File: config.mk
export PLATFORM = sky130hd
export DESIGN_NAME = and_persist_filter
export DESIGN_NICKNAME = d
export VERILOG_FILES = /design/src/rtl/and_pkg.sv /design/src/rtl/and_sat_counter.sv /design/src/rtl/and_persist_filter.sv
export SDC_FILE = /design/constraint.sdc
export NUM_CORES = 1
export LEC_CHECK = 0
export CAP_MARGIN = 0
export CORE_MARGIN = 2
export CORE_UTILIZATION = 50
export CTS_CLUSTER_SIZE = 20
export DETAILED_ROUTE_END_ITERATION = 12
export DONT_BUFFER_PORTS = 1
export GPL_TIMING_DRIVEN = 0
export PLACE_DENSITY = 0.61
export SLEW_MARGIN = 30
export SYNTH_ARGS = -nofsm -noshare
export SYNTH_HDL_FRONTEND = slang
export SYNTH_SLANG_ARGS = --single-unit
File: constraint.sdc
create_clock -name clk -period 4.3 [get_ports clk]
set_input_delay 0.43 -clock clk [delete_from_list [all_inputs] [get_ports clk]]
set_output_delay 0.43 -clock clk [all_outputs]
set_load 0.1 [all_outputs]
File: src/rtl/and_pkg.sv
// ---------------------------------------------------------------------------
// and_pkg
// Shared definitions for the and_gate consumer blocks:
//   - persist_state_t : 2-bit state of the persistence filter FSM
//   - max_u()         : helper used to size the internal run/release counters
//   - params_ok()     : elaboration-time legality check of the filter timing
// ---------------------------------------------------------------------------
package and_pkg;

  typedef enum logic [1:0] {
    IDLE    = 2'd0,
    ARM     = 2'd1,
    ACTIVE  = 2'd2,
    DISARM  = 2'd3
  } persist_state_t;

  localparam int unsigned MIN_HOLD_CYCLES = 2;
  localparam int unsigned MIN_REL_CYCLES  = 1;

  function automatic int unsigned max_u(input int unsigned a, input int unsigned b);
    return (a > b) ? a : b;
  endfunction

  // A single-cycle hold would need the match to assert from IDLE directly,
  // which the ARM stage cannot express; zero release cycles is meaningless.
  function automatic bit params_ok(input int unsigned hold, input int unsigned rel);
    return (hold >= MIN_HOLD_CYCLES) && (rel >= MIN_REL_CYCLES);
  endfunction

endpackage

File: src/rtl/and_sat_counter.sv
// ---------------------------------------------------------------------------
// and_sat_counter
// CNT_W-bit saturating up-counter with synchronous clear.
//   clk        : rising-edge clock
//   rst_n      : synchronous active-low reset
//   inc_i      : count one event
//   clr_i      : clear; an event in the same cycle leaves the count at 1
//   cnt_o      : registered count
//   cnt_next_o : value cnt_o takes at the next edge (lets the parent capture
//                the post-update count on the same edge)
// ---------------------------------------------------------------------------
module and_sat_counter #(
  parameter int unsigned CNT_W = 8
) (
  input  logic             clk,
  input  logic             rst_n,
  input  logic             inc_i,
  input  logic             clr_i,
  output logic [CNT_W-1:0] cnt_o,
  output logic [CNT_W-1:0] cnt_next_o
);

  logic [CNT_W-1:0] cnt_q;

  // NOTE: every variable assigned in always_comb gets a default first, so no
  // path leaves it unassigned and no latch is inferred.
  always_comb begin
    cnt_next_o = cnt_q;
    if (clr_i) begin
      cnt_next_o = inc_i ? CNT_W'(1) : '0;
    end else if (inc_i && (cnt_q != '1)) begin
      cnt_next_o = cnt_q + CNT_W'(1);
    end
  end

  // NOTE: sequential state is written only with non-blocking assignments so
  // every flop samples pre-edge values regardless of process ordering.
  always_ff @(posedge clk) begin
    if (!rst_n) begin
      cnt_q <= '0;
    end else begin
      cnt_q <= cnt_next_o;
    end
  end

  assign cnt_o = cnt_q;

endmodule

File: src/rtl/and_persist_filter.sv
// ---------------------------------------------------------------------------
// and_persist_filter
// Debounces the registered and_gate output: match asserts after HOLD_CYCLES
// consecutive high samples and releases after REL_CYCLES consecutive lows.
// Each qualified rise bumps a saturating event count and offers an event
// record on a valid/ready port.
//   clk        : rising-edge clock
//   reset      : synchronous active-low reset (priority over all inputs)
//   y_in       : registered and_gate output (same clock domain)
//   clr_cnt    : clear event_cnt and ev_ovf
//   match      : debounced level
//   rise_pulse : one cycle, match just went 0->1
//   fall_pulse : one cycle, match just went 1->0
//   event_cnt  : saturating count of rises
//   ev_valid   : event record pending
//   ev_ready   : consumer takes the record when ev_valid & ev_ready
//   ev_data    : event_cnt value as of the rise that made the record
//   ev_ovf     : sticky, a record was dropped while one was pending
// ---------------------------------------------------------------------------
module and_persist_filter
  import and_pkg::*;
#(
  parameter int unsigned HOLD_CYCLES = 4,
  parameter int unsigned REL_CYCLES  = 2,
  parameter int unsigned CNT_W       = 8
) (
  input  logic             clk,
  input  logic             reset,
  input  logic             y_in,
  input  logic             clr_cnt,
  output logic             match,
  output logic             rise_pulse,
  output logic             fall_pulse,
  output logic [CNT_W-1:0] event_cnt,
  output logic             ev_valid,
  input  logic             ev_ready,
  output logic [CNT_W-1:0] ev_data,
  output logic             ev_ovf
);

  if (!params_ok(HOLD_CYCLES, REL_CYCLES)) begin : g_bad_params
    $error("and_persist_filter: HOLD_CYCLES must be >= 2 and REL_CYCLES >= 1");
  end

  localparam int unsigned RUN_W = $clog2(max_u(HOLD_CYCLES, REL_CYCLES) + 1);
  localparam logic [RUN_W-1:0] RUN_ONE   = RUN_W'(1);
  localparam logic [RUN_W-1:0] HOLD_LAST = RUN_W'(HOLD_CYCLES - 1);
  localparam logic [RUN_W-1:0] REL_LAST  = RUN_W'(REL_CYCLES - 1);

  persist_state_t   state_q, state_d;
  logic [RUN_W-1:0] run_cnt_q, run_cnt_d;
  logic [RUN_W-1:0] rel_cnt_q, rel_cnt_d;
  logic             match_q, match_d;
  logic             rise_q, rise_d;
  logic             fall_q, fall_d;
  logic             ev_valid_q, ev_valid_d;
  logic [CNT_W-1:0] ev_data_q, ev_data_d;
  logic             ev_ovf_q, ev_ovf_d;
  logic [CNT_W-1:0] cnt_next;

  // State register and all registered outputs.
  always_ff @(posedge clk) begin
    if (!reset) begin
      state_q    <= IDLE;
      run_cnt_q  <= '0;
      rel_cnt_q  <= '0;
      match_q    <= 1'b0;
      rise_q     <= 1'b0;
      fall_q     <= 1'b0;
      ev_valid_q <= 1'b0;
      ev_data_q  <= '0;
      ev_ovf_q   <= 1'b0;
    end else begin
      state_q    <= state_d;
      run_cnt_q  <= run_cnt_d;
      rel_cnt_q  <= rel_cnt_d;
      match_q    <= match_d;
      rise_q     <= rise_d;
      fall_q     <= fall_d;
      ev_valid_q <= ev_valid_d;
      ev_data_q  <= ev_data_d;
      ev_ovf_q   <= ev_ovf_d;
    end
  end

  // Next-state logic. run_cnt_q holds the number of highs already seen, so
  // the HOLD_CYCLES-th high arrives while run_cnt_q == HOLD_CYCLES-1.
  always_comb begin
    state_d   = state_q;
    run_cnt_d = run_cnt_q;
    rel_cnt_d = rel_cnt_q;
    unique case (state_q)
      IDLE: begin
        if (y_in) begin
          state_d   = ARM;
          run_cnt_d = RUN_ONE;
        end
      end
      ARM: begin
        if (!y_in) begin
          state_d = IDLE;
        end else if (run_cnt_q == HOLD_LAST) begin
          state_d = ACTIVE;
        end else begin
          run_cnt_d = run_cnt_q + RUN_ONE;
        end
      end
      ACTIVE: begin
        if (!y_in) begin
          if (REL_CYCLES == 1) begin
            state_d = IDLE;
          end else begin
            state_d   = DISARM;
            rel_cnt_d = RUN_ONE;
          end
        end
      end
      DISARM: begin
        if (y_in) begin
          state_d = ACTIVE;
        end else if (rel_cnt_q == REL_LAST) begin
          state_d = IDLE;
        end else begin
          rel_cnt_d = rel_cnt_q + RUN_ONE;
        end
      end
      default: state_d = IDLE;
    endcase
  end

  // Output logic, decoded from the transition so that match and its pulses
  // are registered alongside the state they describe.
  always_comb begin
    match_d = (state_d == ACTIVE) || (state_d == DISARM);
    rise_d  = (state_q == ARM) && (state_d == ACTIVE);
    fall_d  = ((state_q == ACTIVE) || (state_q == DISARM)) && (state_d == IDLE);
  end

  and_sat_counter #(
    .CNT_W (CNT_W)
  ) u_event_cnt (
    .clk        (clk),
    .rst_n      (reset),
    .inc_i      (rise_d),
    .clr_i      (clr_cnt),
    .cnt_o      (event_cnt),
    .cnt_next_o (cnt_next)
  );

  // Event record. A rise replaces the record only if the slot is empty or
  // being drained this cycle; otherwise the new record is lost and flagged.
  // A drop in the same cycle as clr_cnt still sets the flag, since the drop
  // is newer than the clear.
  always_comb begin
    ev_valid_d = ev_valid_q;
    ev_data_d  = ev_data_q;
    ev_ovf_d   = ev_ovf_q;
    if (rise_d && (!ev_valid_q || ev_ready)) begin
      ev_valid_d = 1'b1;
      ev_data_d  = cnt_next;
    end else if (ev_valid_q && ev_ready) begin
      ev_valid_d = 1'b0;
    end
    if (rise_d && ev_valid_q && !ev_ready) begin
      ev_ovf_d = 1'b1;
    end else if (clr_cnt) begin
      ev_ovf_d = 1'b0;
    end
  end

  assign match      = match_q;
  assign rise_pulse = rise_q;
  assign fall_pulse = fall_q;
  assign ev_valid   = ev_valid_q;
  assign ev_data    = ev_data_q;
  assign ev_ovf     = ev_ovf_q;

endmodule

## Yosys cells after proc, flatten, opt, wreduce, memory -nomap -nowiden

Index checks and enable logic that the tools add are counted.
W data, S select, Z words.

- Eq/ne operators: 14
- Reduce and logical (&&, ||, !) cells: 20
- Add/subtract/negate cells: 3
- Multiplexer cells: 22

Operators with widths:

| operator | count |
|---|---|
| $mux W3 | 6 |
| $mux W8 | 2 |
| $mux W2 | 6 |
| $ne A2 B2 Y1 const B | 6 |
| $pmux W3 S2 | 2 |
| $add A8 B1 Y8 const B | 1 |
| $eq A2 B2 Y1 const B | 4 |
| $ne A8 B8 Y1 const B | 1 |
| $pmux W2 S4 | 1 |
| $reduce_and A4 Y1 | 2 |
| $reduce_bool A2 Y1 | 4 |
| $logic_and A1 B1 Y1 | 7 |
| $add A3 B1 Y3 const B | 2 |
| $mux W1 | 5 |
| $logic_not A2 Y1 | 2 |
| $eq A3 B1 Y1 const B | 1 |
| $eq A3 B2 Y1 const B | 1 |
| $logic_or A1 B1 Y1 | 3 |
| $eq A2 B1 Y1 const B | 1 |
| $logic_not A1 Y1 | 2 |

- Input bits: 5
- Register bits: 29

## Depth between registers and ports, before layout

- Depth in word-level cells: 9
- Depth in mapped cells: 7
- Mapped depth without buffers: 6

## By module

Synthesis repeated with hierarchy kept, for this count alone.

- Cells, all modules: 175
- Area total of the unflattened synthesis: 1571.5 µm²

Modules (own cells, without submodules):

| module | cells an instance | instances | area an instance (µm²) |
|---|---|---|---|
| and_persist_filter | 103 | 1 | 968.4 |
| and_sat_counter | 72 | 1 | 603.1 |

## Least setup slack after synthesis

Ideal clock, no wire load.

- Path type: register to register
- From: reg u_event_cnt.cnt_q[0] (netlist: u_event_cnt.cnt_o[0])
- To: reg ev_data_q[4] (netlist: ev_data[4])
- Library setup time: 0.066 ns
- Arrival time: 2.359 ns
- Cell stages (with the launch flop): 7
- Period minus slack after synthesis: 2.425 ns
- Data required time: 4.234 ns
- Path slack: 1.875 ns
- Cells stage by stage: dfxtp_1 -> ha_1 -> and2_1 -> clkbuf_1 -> nand3_1 -> or4_1 -> nand3_1

- Cells in the longest elaborated chain, start to end: 4
- Elaborated cells between the ends (all ways): 5
- Classes of those cells: 1 x add/sub; 1 x eq/ne; 2 x mux; 1 x reduce/logical

RTL lines:

| item | RTL line | source |
|---|---|---|
| start: declaration | and_sat_counter.sv:23 | `logic [CNT_W-1:0] cnt_q;` |
| start signal: assignment | and_sat_counter.sv:42 | `cnt_q <= cnt_next_o;` |
| parallel branches: the longest is 2 deep, another holds $add A8 B1 Y8 | -- |  |
| $mux W8 (*) | and_sat_counter.sv:31 | `end else if (inc_i && (cnt_q != '1)) begin` |
| $mux W8 (*) | and_sat_counter.sv:29 | `if (clr_i) begin` |
| end signal: assignment | and_persist_filter.sv:81 | `ev_data_q <= ev_data_d;` |
| end: declaration | and_persist_filter.sv:57 | `logic [CNT_W-1:0] ev_data_q, ev_data_d;` |

Mark *: on every way between the ends.
A chain may end at the register's enable or synchronous reset.

## Worst setup path after layout

Same ends and word-level chain as after synthesis.

==> results.ini <==
[outcome]
outcome = complete, no violations

[worst_setup_path]
path_class = flip-flop to flip-flop
critPathMaxFanout = 7
crit_arrival_ns = 2.49
startpoint_type = flip-flop
cp-end-kind = flip-flop
required_ns = 4.56

[synth]
syn_area_um2 = 1370
synth_ff_type = dfxtp_1
syn_area_per_cell_um2 = 8.75
yosysUniqueCellTypes = 39
yosysTopAreaCell = dfxtp_1
synth_warnings = 0
syn-instance-count = 156
ys_top_cells_by_count = dfxtp_1 (29), a21oi_1 (16), nand2_1 (12), nor2_1 (12), o21ai_0 (11)
ys_ff_latch = 29
synth_edf_count = 0
async_flop_share = 0
ys_seq_area_frac = 0.425
synth_top_area_frac = 0.425
yosysMostFrequentCell = dfxtp_1
syn_nets = 166
synth.area.top_cells = dfxtp_1 (43%), a21oi_1 (5.9%), ha_1 (4.6%), o21ai_0 (4.0%), mux2i_1 (3.7%)

[timing]
finalHoldViolCount = 0
fin_worst_skew_ns = 0.00898
setup_slack_ns = 2.07
slew_headroom = 0.335
rsz0062_at_grt = false
fin_crit_ns = 2.23
post-route-period-util = 0.518
tns_ns = 0
worst_pin_slew_ns = 0.996
max_clock_freq_mhz = 449
slew_viol_final = 0
final-setup-viol-count = 0

[global_route]
grt_max_degree = 11
grt_pass1_wl_um = 5110
grt-ovfl-total = 0
first_global_vias = 1078
track_usage = 0.205
grt_antenna_before_repair = 0

[clock_tree]
cts_hold_buf = 0
cts_buffer_depth = 2
clk_pin_slew_ns = 0.08
cts_setup_buffers = 0
cts_max_level = 2
numClockSinks = 29
cts_tree = built
clockRootBuffer = clkbuf_4
insertion_delay_ns = 0.32
numCtsBuffers = 5
ctsResizeCount = 0

[detailed_routing]
drt-total-wl_um = 2880
viasPerCell = 5.72
dr.pass1.iters = 4
ant_nets = 0
drc = 0
wl_per_cell_um = 14.8
vias = 1110
drt-initial-drc-count = 36

[floorplan]
core_um2 = 2520
core.rowCount = 18
die_width_um = 56.3
pin_count = 26
initial_core_util = 0.541
die_area_um2 = 3160
die_h_um = 56.3

[finish]
syn2layout_area_growth_pct = 6.97
layout.nets = 173
stdcell_area_um2 = 1460
diodes = 0
utilization = 0.579
drive_above_1_share = 0.116
n_fill_cell = 250

[pwr]
total_leakage_power_nw = 0.539
power.share.switching = 0.226
powerDensity_nw_per_um2 = 301
internal_power_uw = 340
switchingPower_uw = 99.1
power_frac_comb = 0.036
pwr-share-clk = 0.346
ir_drop_mv = 0.232
p_seq_frac = 0.618

[flow_run]
drv_cap = 0

[placement]
dpl.hpwl_um = 2050
pre_cts_ws_ns = 2.02
postPlaceCellArea_um2 = 1410
port_buffers = 0
gp_congestion = 0.899

[hold_path]
hp-class = input pin to flip-flop

==> final cells by class <==
class | count | area (um^2) | share of cell area
well taps | 30 | 37.5 | 0.0257
plain buffers | 7 | 37.5 | 0.0257
inverters | 5 | 18.8 | 0.0129
flip-flops and latches | 29 | 589 | 0.404
clock buffers | 8 | 48.8 | 0.0334
multi-input cells | 115 | 728 | 0.499
==> logic make-up (layout without fill, tap and decap cells) <==
kind of cell / after synthesis / in the layout / share of synthesized area
AO/OA/AOI/OAI: 37 / 37 / 0.154
XOR/XNOR: 3 / 3 / 0.0193
adder cells (fa/ha/maj): 5 / 5 / 0.0458
buffers and inverters: 12 / 20 / 0.0412
flip-flops: 29 / 29 / 0.425
multiplexers: 5 / 5 / 0.0367
AND/OR/NAND/NOR: 65 / 65 / 0.278
==> metal layers <==
metal  GRT usage  routed length (um)
met1       0.272                1410
met4      0.0884                  50
met5           0                   0
met2       0.292                1230
met3      0.0853                 192
==> layout by cell type, fill, tap and decap left out, types with 2 or more instances in the layout <==
| cell | count |
|---|---|
| nor2b_1 | 4 |
| inv_1 | 5 |
| ha_1 | 5 |
| a31oi_1 | 3 |
| o21ai_0 | 11 |
| buf_2 | 3 |
| nand3_1 | 5 |
| clkbuf_1 | 6 |
| or4_1 | 2 |
| xnor2_1 | 2 |
| nand2b_1 | 5 |
| a211oi_1 | 2 |
| mux2i_1 | 5 |
| nor2_1 | 12 |
| and4_1 | 2 |
| nor3_1 | 4 |
| a21oi_1 | 16 |
| clkbuf_4 | 5 |
| and2_1 | 4 |
| nand2_1 | 12 |
| nand3b_1 | 2 |
| nand4_1 | 3 |
| dfxtp_1 | 22 |
| dfxtp_2 | 7 |
==> power by group through the flow <==
stage	combinational (mW)	clock (mW)	sequential, mW
6_report	0.0158	0.152	0.272
3_3_place_gp	0.0152	0	0.278
2_1_floorplan	0.0120	0	0.278
5_1_grt	0.0175	0.168	0.272
4_1_cts	0.0159	0.158	0.272
3_5_place_dp	0.0159	0	0.278
==> critical path, stage by stage, from the launching register on <==
cell and delay (ns):
dfxtp_2 0.73, ha_1 0.31, and2_1 0.14, clkbuf_1 0.23, nand3_1 0.17, or4_1 0.52
nand3_1 0.09
==> path summary, 6_finish.rpt <==
path | start | to | slack [ns] | depth (start not counted)
worst min-delay path | reset | run_cnt_q[0] | 0.24 | 2
worst max register to register | u_event_cnt.cnt_o[0] | ev_data[4] | 2.07 | 6
worst min register to register | run_cnt_q[2] | run_cnt_q[2] | 0.46 | 2
worst max-delay path | u_event_cnt.cnt_o[0] | ev_data[4] | 2.07 | 6
==> per-stage QoR <==
| stage | power (mW) | instances | hold slack [ns] |
|---|---|---|---|
| floorplan | 0.290 | 156 | 0.432 |
| global placement | 0.293 | 186 | 0.441 |
| detailed placement | 0.294 | 186 | 0.456 |
| CTS | 0.446 | 194 | 0.230 |
| global route | 0.458 | 194 | 0.227 |
| finish | 0.439 | 194 | 0.242 |
==> sequential cells by signal, summed over array words and instances, names as in the netlist <==
signal,cells
rel_cnt_q,3
state_q,2
run_cnt_q,3
ev_valid,1
rise_pulse,1
match,1
ev_data,8
fall_pulse,1
ev_ovf,1
u_event_cnt.cnt_o,8
Note: power is estimated with default switching activity, not from simulation.
==> edit 1 (same flow settings) <==
`CNT_W` is set to 8 in 2 places; all go to 7.
--- a/src/rtl/and_sat_counter.sv
+++ b/src/rtl/and_sat_counter.sv
@@ -10,7 +10,7 @@
 //                the post-update count on the same edge)
 // ---------------------------------------------------------------------------
 module and_sat_counter #(
-  parameter int unsigned CNT_W = 8
+  parameter int unsigned CNT_W = 7
 ) (
   input  logic             clk,
   input  logic             rst_n,
--- a/src/rtl/and_persist_filter.sv
+++ b/src/rtl/and_persist_filter.sv
@@ -22,7 +22,7 @@
 #(
   parameter int unsigned HOLD_CYCLES = 4,
   parameter int unsigned REL_CYCLES  = 2,
-  parameter int unsigned CNT_W       = 8
+  parameter int unsigned CNT_W       = 7
 ) (
   input  logic             clk,
   input  logic             reset,
Interface: changed (resized ev_data and event_cnt); port bits go from 26 to 24. The function was not compared with the original's and may differ.
==> edit 1 against the unedited design <==
Utilization shrank 0.49 points; power fell by 15%; area after synthesis down 9.7%; synthesized cell count down 14%; via count fell by 17%; global-route usage down 4.0 points; clock power fell by 27%; die area decreased by 9.0%; wire length decreased by 26%; setup slack better by 160 ps; first-iteration DRC count fell by 92%; design area decreased by 11%; sequential cell count fell by 2; critical endpoint is now u_event_cnt.cnt_o[2]; largest power group unchanged.
==> edit 1: results (changes against the unedited design) <==
| Metric | Value |
|---|---|
| Setup Skew | 1.38 ps (-7.61 ps) |
| CP top delay family | flip-flops |
| H-tree Lvls | 1 (-1) |
| # Post-CTS Setup Buffers | 0 (unchanged) |
| Setup Viol. Count Final | 0 (unchanged) |
| Synth async-reset ratio | 0 (unchanged) |
| Crit path from | u_event_cnt.cnt_o[0] |
| Clk buf depth | 2 (unchanged) |
| Initial antenna violation count | 0 (unchanged) |
| Hold Path Class | in -> reg |
| Highest-delay cell along the critical path | dfxtp_2 |
| Nets@finish | 149 (-14%) |
| Diode count | 0 (unchanged) |
| Synth area leaders | dfxtp_1 (44%), ha_1 (5.1%), nand2_1 (4.6%), o21ai_0 (4.1%), nor2_1 (3.7%) |
| Leak | 0.499 nW (-7.4%) |
| HP Start | reset |
| Largest net degree at the start of global routing | 17 (+6) |
| Internal reg-to-reg setup slack | 2230 ps (+160 ps) |
| Maximum VDD drop | 0.156 mV (-33%) |
| Status | complete, no violations |
| Crit path DAT | 2300 ps (-190 ps) |
| Share of cells above drive strength 1 | 0.145 (+0.0291) |
| Netlist cell types | 40 (+2.6%) |
| P_sw | 0.0836 mW (-16%) |
| DRT Wirelength | 2.13 mm (-26%) |
| Worst r2r src | u_event_cnt.cnt_o[0] |
| First-pass GRT wire length | 3.46 mm (-32%) |
| Vias in the first global route | 840 (-22%) |
| Clock root cell | clkbuf_4 |
| Cts bufs inserted | 3 (-2) |
| Post-synthesis sequential area ratio | 0.439 (+0.0133) |
| Cts repair resizes | 0 (unchanged) |
| Max FO, Critical Path | 8 (+1) |
| GPL Wtd Cong | 0.742 (-18%) |
| Via/cell ratio | 5.54 (-3.2%) |
| Worst-path clk slew | 150 ps (+70 ps) |
| DP HPWL | 1.63 mm (-21%) |
| # fillers | 214 (-14%) |
| Synth warn | 0 (unchanged) |
| Worst skew pair latency | 320 ps (about the same) |
| GRT Util Overall | 0.165 (-0.0404) |
| Slew headroom | 0.353 (+0.0183) |
| TritonRoute pass-1 iters | 2 (-2) |
| Synth top cells by count | dfxtp_1 (27), nand2_1 (15), nor2_1 (12), o21ai_0 (10) |
| Post-Syn Nets | 144 (-13%) |
| First DRT Iteration DRCs | 3 (-92%) |
| Crit-path max cell delay | 760 ps (+30 ps) |
| # port buffers | 0 (unchanged) |
edit 1: cell type report:
type	count	share of cell area
flip-flops and latches	27	0.420
clock inverters	1	0.00575
plain buffers	3	0.0153
inverters	5	0.0144
clock buffers	3	0.0172
well taps	28	0.0268
multi-input cells	99	0.500
edit 1: final timing paths:
| kind | endpoint | cells after the start |
|---|---|---|
| worst max-delay path | u_event_cnt.cnt_o[2] | 6 |
| worst min register to register | run_cnt_q[1] | 2 |
| worst min-delay path | ev_data[0] | 2 |
| worst max register to register | u_event_cnt.cnt_o[2] | 6 |
edit 1: metrics by stage:
step / instances / total power, mW / area, µm² / setup slack, ps / hold WS [ps]
2_1_floorplan: 134 / 0.268 / 1230 / 2050 / 458
3_3_place_gp: 162 / 0.270 / 1270 / 1840 / 475
3_5_place_dp: 162 / 0.270 / 1270 / 2150 / 497
4_1_cts: 166 / 0.381 / 1300 / 2100 / 219
5_1_grt: 166 / 0.391 / 1310 / 2020 / 225
6_report: 166 / 0.375 / 1310 / 2230 / 230
edit 1: cell families (layout without fill, tap and decap cells):
logic type	after synthesis	after routing	share of synthesized area
simple gates	55	55	0.251
compound gates	34	34	0.191
flops	27	27	0.439
buf+inv	8	12	0.0315
fa+ha+maj	5	5	0.0508
xor+xnor	3	3	0.0213
mux	2	2	0.0162
edit 1: routing by layer:
metal	up-vias	wire [µm]	global-route usage
met4	0	38	0.0769
li1	480	-	-
met2	18	1000	0.282
met5	-	0	0
met1	417	975	0.193
met3	4	112	0.0417
edit 1: power by group through the flow:
stage,clock [mW],sequential (mW),combinational (mW)
after floorplan,0,0.259,0.00864
after global placement,0,0.259,0.0108
after detailed placement,0,0.259,0.0107
after CTS,0.116,0.254,0.0107
after global routing,0.125,0.254,0.0123
final,0.111,0.254,0.0105
==> edit 2 (config.mk and constraints unchanged) <==
Made on the original files. Register the output `event_cnt`, cleared by the reset; this adds one clock of latency there. The other outputs are not delayed to match.
--- a/src/rtl/and_persist_filter.sv
+++ b/src/rtl/and_persist_filter.sv
@@ -37,6 +37,8 @@
   output logic [CNT_W-1:0] ev_data,
   output logic             ev_ovf
 );
+
+  logic [CNT_W-1:0] event_cnt_d;
 
   if (!params_ok(HOLD_CYCLES, REL_CYCLES)) begin : g_bad_params
     $error("and_persist_filter: HOLD_CYCLES must be >= 2 and REL_CYCLES >= 1");
@@ -143,7 +145,7 @@
     .rst_n      (reset),
     .inc_i      (rise_d),
     .clr_i      (clr_cnt),
-    .cnt_o      (event_cnt),
+    .cnt_o      (event_cnt_d),
     .cnt_next_o (cnt_next)
   );
 
@@ -175,5 +177,13 @@
   assign ev_data    = ev_data_q;
   assign ev_ovf     = ev_ovf_q;
 
+  always_ff @(posedge clk) begin
+    if (!reset) begin
+      event_cnt <= '0;
+    end else begin
+      event_cnt <= event_cnt_d;
+    end
+  end
+
 endmodule
 
Behaviour: not the same (Yosys sat finds a counterexample within 10 cycles, from zero or initial values and one cycle with reset low).
==> edit 2 against the unedited design <==
Count of clock-buffer cells in the layout decreased by 3; area after synthesis increased by 11%; sequential cell count increased by 8; sequential power increased by 27%; synthesized cell count increased by 3.8%; wire length decreased by 7.6%; non-clock buffer count decreased by 5; design area increased by 11%; setup slack improved by 230 ps; power increased by 33%; global-route usage decreased by 2.8 points; clock skew decreased by 2.3 ps; critical path type unchanged; critical endpoint is now ev_data[6]; highest routed layer unchanged.
==> edit 2: results (changes against the unedited design) <==
| Metric | Value |
|---|---|
| Status | complete, no violations |
| Netlist cell types | 34 (-13%) |
| Clock root cell | clkbuf_4 |
| Hold Path Class | in -> reg |
| Worst r2r src | ev_valid |
| Post-Syn Nets | 172 (+3.6%) |
| Synth top cells by count | dfxtp_1 (37), nand2_1 (21), nor2_1 (17), and2_1 (9), nor2b_1 (8) |
| Initial antenna violation count | 0 (unchanged) |
| GRT Util Overall | 0.177 (-0.0280) |
| Mux share of post-synthesis cell area | 0.0347 (-0.00195) |
| Leak | 0.577 nW (+7.1%) |
| Pre-CTS WS | 2290 ps (+274 ps) |
| DP HPWL | 1.95 mm (-4.8%) |
| # Post-CTS Setup Buffers | 0 (unchanged) |
| Critical Path Start Type | register |
| Clk pwr share | 0.386 (+0.040) |
| Synth warn | 0 (unchanged) |
| Avg Synthesized Cell Area | 9.35 µm² (+6.8%) |
| # port buffers | 0 (unchanged) |
| Largest net degree at the start of global routing | 12 (+1) |
| Nets@finish | 179 (+3.5%) |
| Worst-path clk slew | 110 ps (+30 ps) |
| Post-Synth XOR/XNOR Area | 0.0231 (+0.00389) |
| Post-synthesis sequential area ratio | 0.489 (+0.0640) |
| TritonRoute pass-1 iters | 4 (unchanged) |
| Diode count | 0 (unchanged) |
| Max FO, Critical Path | 7 (unchanged) |
| Via/cell ratio | 5.34 (-6.8%) |
| First-pass GRT wire length | 4.60 mm (-9.9%) |
| Seq power | 0.346 mW (+27%) |
| CP top delay family | flip-flops |
| Synth async-reset ratio | 0 (unchanged) |
| Cts repair resizes | 0 (unchanged) |
| Main synth FF type | dfxtp_1 |
| H-tree Lvls | 2 (unchanged) |
| Synth Area in Compound Gates | 0.0983 (-0.0556) |
| Highest-delay cell along the critical path | dfxtp_1 |
| Worst skew pair latency | 330 ps |
| Dpl cells | 193 (+3.8%) |
| P_sw | 0.117 mW (+18%) |
| Vias | 1,067 (-3.9%) |
| Cts bufs inserted | 5 (unchanged) |
| Adder-Cell Fraction of Synth Area | 0.0413 (-0.00451) |
| Post-DP Area | 1550 µm² (+10%) |
| Clk buf depth | 2 (unchanged) |
| Crit-path max cell delay | 970 ps (+240 ps) |
| Maximum VDD drop | 0.163 mV (-30%) |
| Synth area leaders | dfxtp_1 (49%), nand2_1 (5.2%), nor2_1 (4.2%), ha_1 (4.1%), and2_1 (3.7%) |
| Setup Skew | 6.64 ps (-2.35 ps) |
| Seq pwr share | 0.592 (-0.026) |
| First DRT Iteration DRCs | 19 (-47%) |
| Crit path DAT | 2250 ps (-240 ps) |
| Slew headroom | 0.354 (+0.0190) |
| Vias in the first global route | 1,068 (-0.93%) |
| GPL Wtd Cong | 0.766 (-15%) |
| WL/cell | 13.3 µm (-10%) |
| Share of cells above drive strength 1 | 0.124 (+0.00841) |
edit 2: layout make-up:
| class | count | area, µm² |
|---|---|---|
| well taps | 31 | 38.8 |
| clock inverters | 2 | 35.0 |
| inverters | 6 | 22.5 |
| fillers | 261 | 1180 |
| plain buffers | 2 | 7.51 |
| multi-input cells | 117 | 743 |
| flip-flops and latches | 37 | 741 |
| clock buffers | 5 | 37.5 |
edit 2: path summary, 6_finish.rpt:
kind	to	slack [ps]	depth (start not counted)
setup / recovery	ev_data[6]	2300	5
hold / removal	ev_valid	250	1
setup reg to reg	ev_data[6]	2300	5
hold reg to reg	run_cnt_q[2]	470	2
edit 2: layer usage:
| layer | global-route usage | wire, µm | up-vias |
|---|---|---|---|
| li1 | - | - | 555 |
| met1 | 0.224 | 1260 | 485 |
| met2 | 0.276 | 1240 | 23 |
| met3 | 0.0524 | 125 | 4 |
| met4 | 0.0877 | 34 | 0 |
| met5 | 0 | 0 | - |
